## config.mk

```make
export PLATFORM = sky130hd
export DESIGN_NAME = alu_arbiter
export DESIGN_NICKNAME = d
export VERILOG_FILES = /design/src/rtl/alu_arb_pkg.sv /design/src/rtl/rr_arb2.sv /design/src/rtl/alu_arbiter.sv
export SDC_FILE = /design/constraint.sdc
export NUM_CORES = 1
export LEC_CHECK = 0
export ABC_CLOCK_PERIOD_IN_PS = 4560
export CAP_MARGIN = 40
export CORE_MARGIN = 3
export CORE_UTILIZATION = 40
export CTS_CLUSTER_DIAMETER = 50
export DETAILED_ROUTE_END_ITERATION = 10
export PLACE_DENSITY = 0.82
export SLEW_MARGIN = 20
export SYNTH_ARGS = -nofsm -noshare
export SYNTH_HDL_FRONTEND = slang
export SYNTH_SLANG_ARGS = --single-unit
```

## constraint.sdc

```tcl
create_clock -name clk -period 4.56 [get_ports clk]
set_input_delay 0.912 -clock clk [delete_from_list [all_inputs] [get_ports clk]]
set_output_delay 0.912 -clock clk [all_outputs]
set_load 0.01 [all_outputs]
```

## src/rtl/alu_arb_pkg.sv

```systemverilog
// Shared types and constants for the two-requester ALU arbiter.
// Optional grant counters are enabled with the ALU_ARB_STATS_EN macro (see alu_arbiter).
package alu_arb_pkg;

  localparam int ALU_DATA_W = 32;
  localparam int ALU_CTRL_W = 4;

  localparam logic [3:0] ALU_AND = 4'b0000;
  localparam logic [3:0] ALU_OR  = 4'b0001;
  localparam logic [3:0] ALU_ADD = 4'b0010;
  localparam logic [3:0] ALU_SUB = 4'b0110;
  localparam logic [3:0] ALU_SLT = 4'b0111;
  localparam logic [3:0] ALU_NOR = 4'b1100;

  typedef enum logic [1:0] {
    IDLE = 2'd0,
    EXEC = 2'd1,
    CAPT = 2'd2,
    RESP = 2'd3
  } arb_state_t;

endpackage

```

## src/rtl/rr_arb2.sv

```systemverilog
// Two-way round-robin winner selection; the pointer flips on every accepted request.
module rr_arb2 (
  input  logic       clk,
  input  logic       rst_n,
  input  logic [1:0] req_valid,
  input  logic       advance,
  output logic [1:0] grant,
  output logic       grant_id
);

  logic ptr;

  always_ff @(posedge clk or posedge rst_n) begin
    if (rst_n)        ptr <= 1'b0;
    else if (advance) ptr <= ~ptr;
  end

  // Pointer only matters when both requesters compete.
  always_comb begin
    grant_id = 1'b0;
    case (req_valid)
      2'b01:   grant_id = 1'b0;
      2'b10:   grant_id = 1'b1;
      2'b11:   grant_id = ptr;
      default: grant_id = 1'b0;
    endcase
    grant = (|req_valid) ? (grant_id ? 2'b10 : 2'b01) : 2'b00;
  end

endmodule

```

## src/rtl/alu_arbiter.sv

```systemverilog
// Shares one registered ALU between two requesters: accept, execute, capture, respond.
// Define ALU_ARB_STATS_EN to add saturating per-requester grant counters.
module alu_arbiter
  import alu_arb_pkg::*;
#(
  parameter int DATA_W = ALU_DATA_W,
  parameter int CTRL_W = ALU_CTRL_W
) (
  input  logic                clk,
  input  logic                rst_n,
  input  logic [1:0]          req_valid,
  output logic [1:0]          req_ready,
  input  logic [2*DATA_W-1:0] req_src1,
  input  logic [2*DATA_W-1:0] req_src2,
  input  logic [2*CTRL_W-1:0] req_ctrl,
  output logic [DATA_W-1:0]   alu_src1,
  output logic [DATA_W-1:0]   alu_src2,
  output logic [CTRL_W-1:0]   alu_ctrl,
  input  logic [DATA_W-1:0]   alu_result,
  input  logic                alu_zero,
  input  logic                alu_cout,
  input  logic                alu_overflow,
  output logic                resp_valid,
  input  logic                resp_ready,
  output logic                resp_id,
  output logic [DATA_W-1:0]   resp_result,
  output logic                resp_zero,
  output logic                resp_cout,
  output logic                resp_overflow
`ifdef ALU_ARB_STATS_EN
  ,
  output logic [15:0]         grant_cnt0,
  output logic [15:0]         grant_cnt1
`endif
);

  arb_state_t state, next_state;
  logic [1:0] grant;
  logic       win_id;
  logic       accept;

  logic [DATA_W-1:0] src1_p0, src2_p0;
  logic [CTRL_W-1:0] ctrl_p0;
  logic              id_p0;

  logic [DATA_W-1:0] result_p1;
  logic              zero_p1, cout_p1, ovf_p1, id_p1;

  rr_arb2 u_rr_arb2 (
    .clk       (clk),
    .rst_n     (rst_n),
    .req_valid (req_valid),
    .advance   (accept),
    .grant     (grant),
    .grant_id  (win_id)
  );

  always_ff @(posedge clk or posedge rst_n) begin
    if (rst_n) state <= IDLE;
    else       state <= next_state;
  end

  always_comb begin
    next_state = state;
    req_ready  = 2'b00;
    resp_valid = 1'b0;
    case (state)
      IDLE: begin
        req_ready = rst_n ? 2'b00 : grant;
        if (|grant) next_state = EXEC;
      end
      EXEC: next_state = CAPT;
      CAPT: next_state = RESP;
      RESP: begin
        resp_valid = 1'b1;
        if (resp_ready) next_state = IDLE;
      end
      default: next_state = IDLE;
    endcase
  end

  // grant is only non-zero for a valid requester, so any ready bit is a handshake
  assign accept = |req_ready;

  // p0: operands latched at the accepting edge, held until the next accept
  always_ff @(posedge clk or posedge rst_n) begin
    if (rst_n) begin
      src1_p0 <= '0;
      src2_p0 <= '0;
      ctrl_p0 <= '0;
      id_p0   <= 1'b0;
    end else if (accept) begin
      src1_p0 <= win_id ? req_src1[2*DATA_W-1:DATA_W] : req_src1[DATA_W-1:0];
      src2_p0 <= win_id ? req_src2[2*DATA_W-1:DATA_W] : req_src2[DATA_W-1:0];
      ctrl_p0 <= win_id ? req_ctrl[2*CTRL_W-1:CTRL_W] : req_ctrl[CTRL_W-1:0];
      id_p0   <= win_id;
    end
  end

  assign alu_src1 = src1_p0;
  assign alu_src2 = src2_p0;
  assign alu_ctrl = ctrl_p0;

  // p1: registered ALU outputs captured in CAPT, held through RESP
  always_ff @(posedge clk or posedge rst_n) begin
    if (rst_n) begin
      result_p1 <= '0;
      zero_p1   <= 1'b0;
      cout_p1   <= 1'b0;
      ovf_p1    <= 1'b0;
      id_p1     <= 1'b0;
    end else if (state == CAPT) begin
      result_p1 <= alu_result;
      zero_p1   <= alu_zero;
      cout_p1   <= alu_cout;
      ovf_p1    <= alu_overflow;
      id_p1     <= id_p0;
    end
  end

  assign resp_result   = result_p1;
  assign resp_zero     = zero_p1;
  assign resp_cout     = cout_p1;
  assign resp_overflow = ovf_p1;
  assign resp_id       = id_p1;

`ifdef ALU_ARB_STATS_EN
  function automatic logic [15:0] sat_inc(input logic [15:0] v);
    return (v == 16'hFFFF) ? v : v + 16'd1;
  endfunction

  always_ff @(posedge clk or posedge rst_n) begin
    if (rst_n) begin
      grant_cnt0 <= '0;
      grant_cnt1 <= '0;
    end else if (accept) begin
      if (win_id) grant_cnt1 <= sat_inc(grant_cnt1);
      else        grant_cnt0 <= sat_inc(grant_cnt0);
    end
  end
`endif

endmodule
```

==> summary.md, run 1 <==
| Metric | Value |
|---|---|
| GRT overflow | 0 |
| Switch Pwr | 1.678 mW |
| Max-cap violations | 0 |
| Register bit total from synthesis | 108 |
| RR Startpoint | state[0] |
| Post-DP HPWL | 12.36 mm |
| Req. time, crit path | 3.65 ns |
| Pleak | 3.231 nW |
| Final TNS setup | 0 ns |
| P per Cell Area | 593.7 mW/mm^2 |
| Combinational power share | 0.511 |
| Hold EP | u_rr_arb2.ptr |
| CTS buffer count | 9 |
| WP buf/inv | 2 |
| Crit Reg-Reg Endpoint | alu_src1[20] |
| Most common cell on crit path | clkdlybuf4s50_1 |
| DIE AREA | 0.01471 sq mm |
| Net Count, Synth | 603 |
| Clk slew on worst S/H paths | 0.07 ns |
| Cts repair resizes | 0 |
| FMAX | 286.0 MHz |
| Die height | 121.3 um |
| Clock skew | 0.009774 ns |
| Post-CTS Setup Bufs | 0 |
| Initial core utilization | 0.4144 |
| Antenna-violating nets left | 0 |
| Most frequent cells in the layout | clkdlybuf4s50_1 (281), dfrtp_1 (108), a311o_1 (68), o22a_1 (68), a21boi_0 (40) |
| R2R depth | 7 |
| Max incr delay on CP | 0.59 ns |
| GRT Util Overall | 0.2349 |
| Register area | 0.002703 sq mm |
| Reg2reg setup slack | 1.93 ns |
| Vias | 4,867 |
| Hold-fix buffers, CTS | 0 |
| Design area | 0.008509 sq mm |
| Yosys Warn Count | 0 |
| Power Internal | 3.373 mW |
| Final Cycle Share | 0.7667 |
| Relative max-transition margin | 0.4475 |
| Port bufs | 282 |
| Vias per cell | 5.739 |
| DRC Markers | 0 |
| CP Capture Type | output pin |
| Worst vdd ir | 0.0003807 V |
| Worst path cell trace | clkdlybuf4s50_1 -> nor2_4 -> or2_1 -> a21oi_1 -> clkdlybuf4s50_1 |
| Netlist cell types | 25 |
| Sequential power share | 0.343 |
| Core area | 0.01282 sq mm |
| Clock Sinks | 108 |
| RePlAce Congestion | 0.7819 |
| RSZ-0062 raised after global routing | no |
| Final nets | 851 |
| Worst-Margin Slew | 0.8288 ns |
| I/O pin count | 283 |
| Final wirelength | 17.55 mm |
| Min-delay src | u_rr_arb2.ptr |
| Crit path kind | in2out |
| CTS tree | yes |
| Setup violators final | 0 |
| Longest Clk Path Bufs | 2 |
| Count of final hold-check violations | 0 |
| Insertion delay to the later sink of the worst-skew pair | 0.34 ns |
| Net Sw Frac | 0.3322 |
| DP Area | 0.008183 sq mm |
| Clock Root Buffer | clkbuf_16 |
| Hold crit path type | reg2reg |
| H-tree depth | 3 |
| Final Critical Period | 3.496 ns |
| Iteration-0 DRC Markers | 319 |
| Most common cell after layout, fill and taps aside | clkdlybuf4s50_1 |
| Crit path max-delay cell type | clkdlybuf4s50_1 |
| Antenna fix cells | 0 |
| Post-Syn Area per Cell | 12.54 sq um |
| Status | finished clean |
| CP top delay family | buffers and inverters |
| WL/cell | 20.69 um |
| Largest fanout on the critical path | 3 |
| First-pass GRT wire length | 27.30 mm |
| Rows | 41 |
| Syn Std Cell Area | 0.005315 sq mm |
| Number of global-route vias before repair | 5,169 |
| Hold_ws | 0.4935 ns |
| Chip width | 121.3 um |
| Area of the multi-input gates | 0.002344 sq mm |
| Hold Crit Depth | 1 |
| Clock share of power | 0.146 |
| Area grow syn2layout | 60.10% |
| Initial antenna violation count | 0 |
| Ratio of cells with drive above 1 in the final layout | 0.1006 |
| Largest net degree at the start of global routing | 93 |
| Worst Path Arrival | 2.58 ns |
| Sequential area share after synthesis | 0.5085 |
| Drt pass-1 iters | 6 |
| Critical Path Source Type | input pin |
| Fill count | 983 |
| Pins Over Slew Limit | 0 |
| Cells after synthesis | 424 |
-- synth_stat cells --
cell type,number,share of area
ha_1,3,0.0071
o22a_1,68,0.11
o2bb2ai_1,1,0.0016
buf_4,1,0.0014
a21boi_1,28,0.040
buf_6,6,0.013
mux2_1,1,0.0021
a21boi_0,40,0.056
buf_1,2,0.0014
o32a_1,1,0.0019
nor2b_1,1,0.0012
xnor2_1,1,0.0016
or2_1,1,0.0012
inv_1,3,0.0021
clkbuf_1,34,0.024
a311o_1,68,0.13
nand2b_1,1,0.0012
dfrtp_1,108,0.51
mux2_2,36,0.076
nand2b_2,1,0.0016
a21oi_1,2,0.0019
buf_2,13,0.012
nor2_1,1,0.00071
nor2_2,2,0.0024
nand2_1,1,0.00071
-- per-stage QoR --
step	total power, mW	utilization	setup WS [ns]	std cells
floorplan	2.965	-	0.8024	424
global placement	4.231	0.6359	1.098	830
detailed placement	4.341	0.6380	1.104	831
CTS	5.093	0.6592	1.088	846
global route	5.340	0.6635	1.053	848
finish	5.052	0.6635	1.064	848
-- sequential cells by signal, indices dropped and copies added (netlist names) --
| register | flops |
|---|---|
| resp_result | 32 |
| u_rr_arb2.ptr | 1 |
| id_p0 | 1 |
| resp_cout | 1 |
| resp_zero | 1 |
| alu_src2 | 32 |
| resp_overflow | 1 |
| alu_src1 | 32 |
| alu_ctrl | 4 |
| resp_id | 1 |
| state | 2 |
-- power groups by stage --
stage / clock, mW / sequential, mW / combinational (mW)
3_3_place_gp: 0 / 1.72 / 2.51
5_1_grt: 0.794 / 1.79 / 2.75
6_report: 0.736 / 1.73 / 2.58
2_1_floorplan: 0 / 1.93 / 1.04
3_5_place_dp: 0 / 1.75 / 2.59
4_1_cts: 0.752 / 1.74 / 2.61
-- how the worst max path moves through the flow --
stage | startpoint | endpoint | slack, ns | depth (start not counted)
after floorplan | rst_n | alu_ctrl[0] | 0.80 | 1
after global placement | req_valid[0] | req_ready[0] | 1.10 | 5
after detailed placement | req_valid[0] | req_ready[0] | 1.10 | 5
after CTS | req_valid[0] | req_ready[0] | 1.09 | 5
after global routing | req_valid[0] | req_ready[0] | 1.05 | 5
final | req_valid[0] | req_ready[0] | 1.06 | 5
-- cells by family after synthesis --
family                     Yosys count  synth area share
AOI/OAI and AO/OA                  208            0.3416
xor gates and xnor gates             1          0.001648
adders and majority gates            3          0.007063
buffers and inverters               59           0.05391
DFF                                108            0.5085
muxes                               37           0.07839
and+or+nand+nor                      8          0.008946
-- layer usage --
metal	routed length, um	global-route usage	share of wire	up-vias
li1	-	-	-	2190
met1	6522	0.2711	0.37	2412
met2	8998	0.4071	0.51	222
met3	1396	0.06667	0.080	43
met4	629	0.1015	0.036	0
met5	0	0	0	-
-- final cells by class --
type / count / area share
Timing Repair Buffer: 293 / 0.3482
Sequential cell: 108 / 0.3176
Inverter: 3 / 0.001617
Clock buffer: 9 / 0.02647
Clock inverter: 6 / 0.005440
Multi-Input combinational cell: 257 / 0.2754
Tap cell: 172 / 0.02529
Note: power is estimated with default switching activity, not from simulation.
==> run 2, diff against run 1 <==
--- a/config.mk
+++ b/config.mk
@@ -5,7 +5,7 @@
 export SDC_FILE = /design/constraint.sdc
 export NUM_CORES = 1
 export LEC_CHECK = 0
-export ABC_CLOCK_PERIOD_IN_PS = 4560
+export ABC_CLOCK_PERIOD_IN_PS = 3250
 export CAP_MARGIN = 40
 export CORE_MARGIN = 3
 export CORE_UTILIZATION = 40
==> constraint.sdc (replaced) <==
create_clock -name clk -period 3.25 [get_ports clk]
set_input_delay 0.65 -clock clk [delete_from_list [all_inputs] [get_ports clk]]
set_output_delay 0.65 -clock clk [all_outputs]
set_load 0.01 [all_outputs]
==> summary.md, run 2 (synthesis results as in run 1) <==
| Metric | Value |
|---|---|
| Final TNS setup | 0 ns |
| CTS tree | yes |
| Clk slew on worst S/H paths | 0.08 ns |
| Net Sw Frac | 0.3291 |
| Clock Sinks | 108 |
| Rows | 41 |
| Hold Crit Depth | 1 |
| Worst vdd ir | 0.0005251 V |
| DRC Markers | 0 |
| Initial antenna violation count | 0 |
| Iteration-0 DRC Markers | 333 |
| H-tree depth | 3 |
| First-pass GRT wire length | 26.41 mm |
| CTS buffer count | 9 |
| CP startpoint | rst_n |
| P per Cell Area | 842.4 mW/mm^2 |
| CP Capture Type | output pin |
| Worst-Margin Slew | 0.7869 ns |
| Relative max-transition margin | 0.4754 |
| Drt pass-1 iters | 4 |
| Post-DP HPWL | 12.01 mm |
| Switch Pwr | 2.363 mW |
| Area of the multi-input gates | 0.002344 sq mm |
| Clock Root Buffer | clkbuf_16 |
| R2R depth | 7 |
| Cts repair resizes | 0 |
| RR Startpoint | state[0] |
| Combinational power share | 0.500 |
| Hold-fix buffers, CTS | 0 |
| Status | finished clean |
| RePlAce Congestion | 0.8208 |
| Final Cycle Share | 0.9113 |
| Final Critical Period | 2.962 ns |
| Ratio of cells with drive above 1 in the final layout | 0.1006 |
| Critical Path Source Type | input pin |
| FMAX | 337.7 MHz |
| GRT Util Overall | 0.2269 |
| Number of global-route vias before repair | 4,965 |
| Vias | 4,790 |
| Most common cell after layout, fill and taps aside | clkdlybuf4s50_1 |
| RSZ-0062 raised after global routing | no |
| Min-delay src | u_rr_arb2.ptr |
| Clock share of power | 0.162 |
| Clock skew | 0.008583 ns |
| Antenna-violating nets left | 0 |
| Area grow syn2layout | 60.38% |
| Final nets | 850 |
| Core area | 0.01282 sq mm |
| Post-CTS Setup Bufs | 0 |
| I/O pin count | 283 |
| Die height | 121.3 um |
| Final wirelength | 16.99 mm |
| Longest Clk Path Bufs | 2 |
| Insertion delay to the later sink of the worst-skew pair | 0.35 ns |
| Sequential power share | 0.337 |
| DIE AREA | 0.01471 sq mm |
| Largest net degree at the start of global routing | 87 |
| Post-place setup slack | 0.3028 ns |
| Most frequent cells in the layout | clkdlybuf4s50_1 (281), dfrtp_1 (108), a311o_1 (68), o22a_1 (68), a21boi_0 (40) |
| Worst Path Arrival | 2.31 ns |
| Post-layout util | 0.6647 |
| Crit path kind | in2out |
| Antenna fix cells | 0 |
| Vias per cell | 5.649 |
| WL/cell | 20.04 um |
| Pleak | 3.235 nW |
| Pins Over Slew Limit | 0 |
| Port bufs | 282 |
| Final WS setup | 0.2884 ns |
| Setup violators final | 0 |
| Max-cap violations | 0 |
| Initial core utilization | 0.4144 |
| Register area | 0.002703 sq mm |
| Count of final hold-check violations | 0 |
| Fill count | 971 |
| Req. time, crit path | 2.60 ns |
| Hold_ws | 0.4868 ns |
| Reg2reg setup slack | 0.96 ns |
| Hold crit path type | reg2reg |
| Chip width | 121.3 um |
| Power Internal | 4.818 mW |
| Largest fanout on the critical path | 3 |
| GRT overflow | 0 |
## run 2: area by class of cell
class,count,area share
timing repair buffer,292,0.3440
clock inverter,7,0.01057
tap,172,0.02525
multi-input combinational,257,0.2749
inverter,3,0.001761
clock buffer,9,0.02642
sequential,108,0.3170
## run 2: worst paths after layout
check | to
max in group asynchronous | alu_src1[23]
setup reg to reg | alu_src1[18]
min in group asynchronous | resp_result[27]
hold / removal | u_rr_arb2.ptr
setup / recovery | req_ready[0]
hold reg to reg | u_rr_arb2.ptr
## run 2: critical path, stage by stage
cell and delay (ns):
clkdlybuf4s50_1 0.46, nand2b_2 0.22, or2_1 0.26, a21oi_1 0.13
clkdlybuf4s50_1 0.60
## run 2: routing by layer
| layer | routed length (um) | track usage |
|---|---|---|
| met5 | 0 | 0 |
| met4 | 290 | 0.06863 |
| met3 | 1394 | 0.06247 |
| met2 | 8845 | 0.4001 |
| met1 | 6462 | 0.2699 |
## run 2: power groups by stage
stage / Sequential, mW / Clock [mW] / Combinational [mW]
3_3_place_gp: 2.41 / 0 / 3.54
5_1_grt: 2.50 / 1.25 / 3.84
4_1_cts: 2.43 / 1.20 / 3.64
2_1_floorplan: 2.70 / 0 / 1.46
6_report: 2.42 / 1.17 / 3.59
3_5_place_dp: 2.45 / 0 / 3.62
## run 2: metrics by stage
step                      power [mW]  instances  cell area [sq um]
final                          7.181        848               8524
after global placement         5.947        832               8209
after global routing           7.595        848               8524
after CTS                      7.267        848               8524
after floorplan                4.160        424               5319
after detailed placement       6.069        832               8209
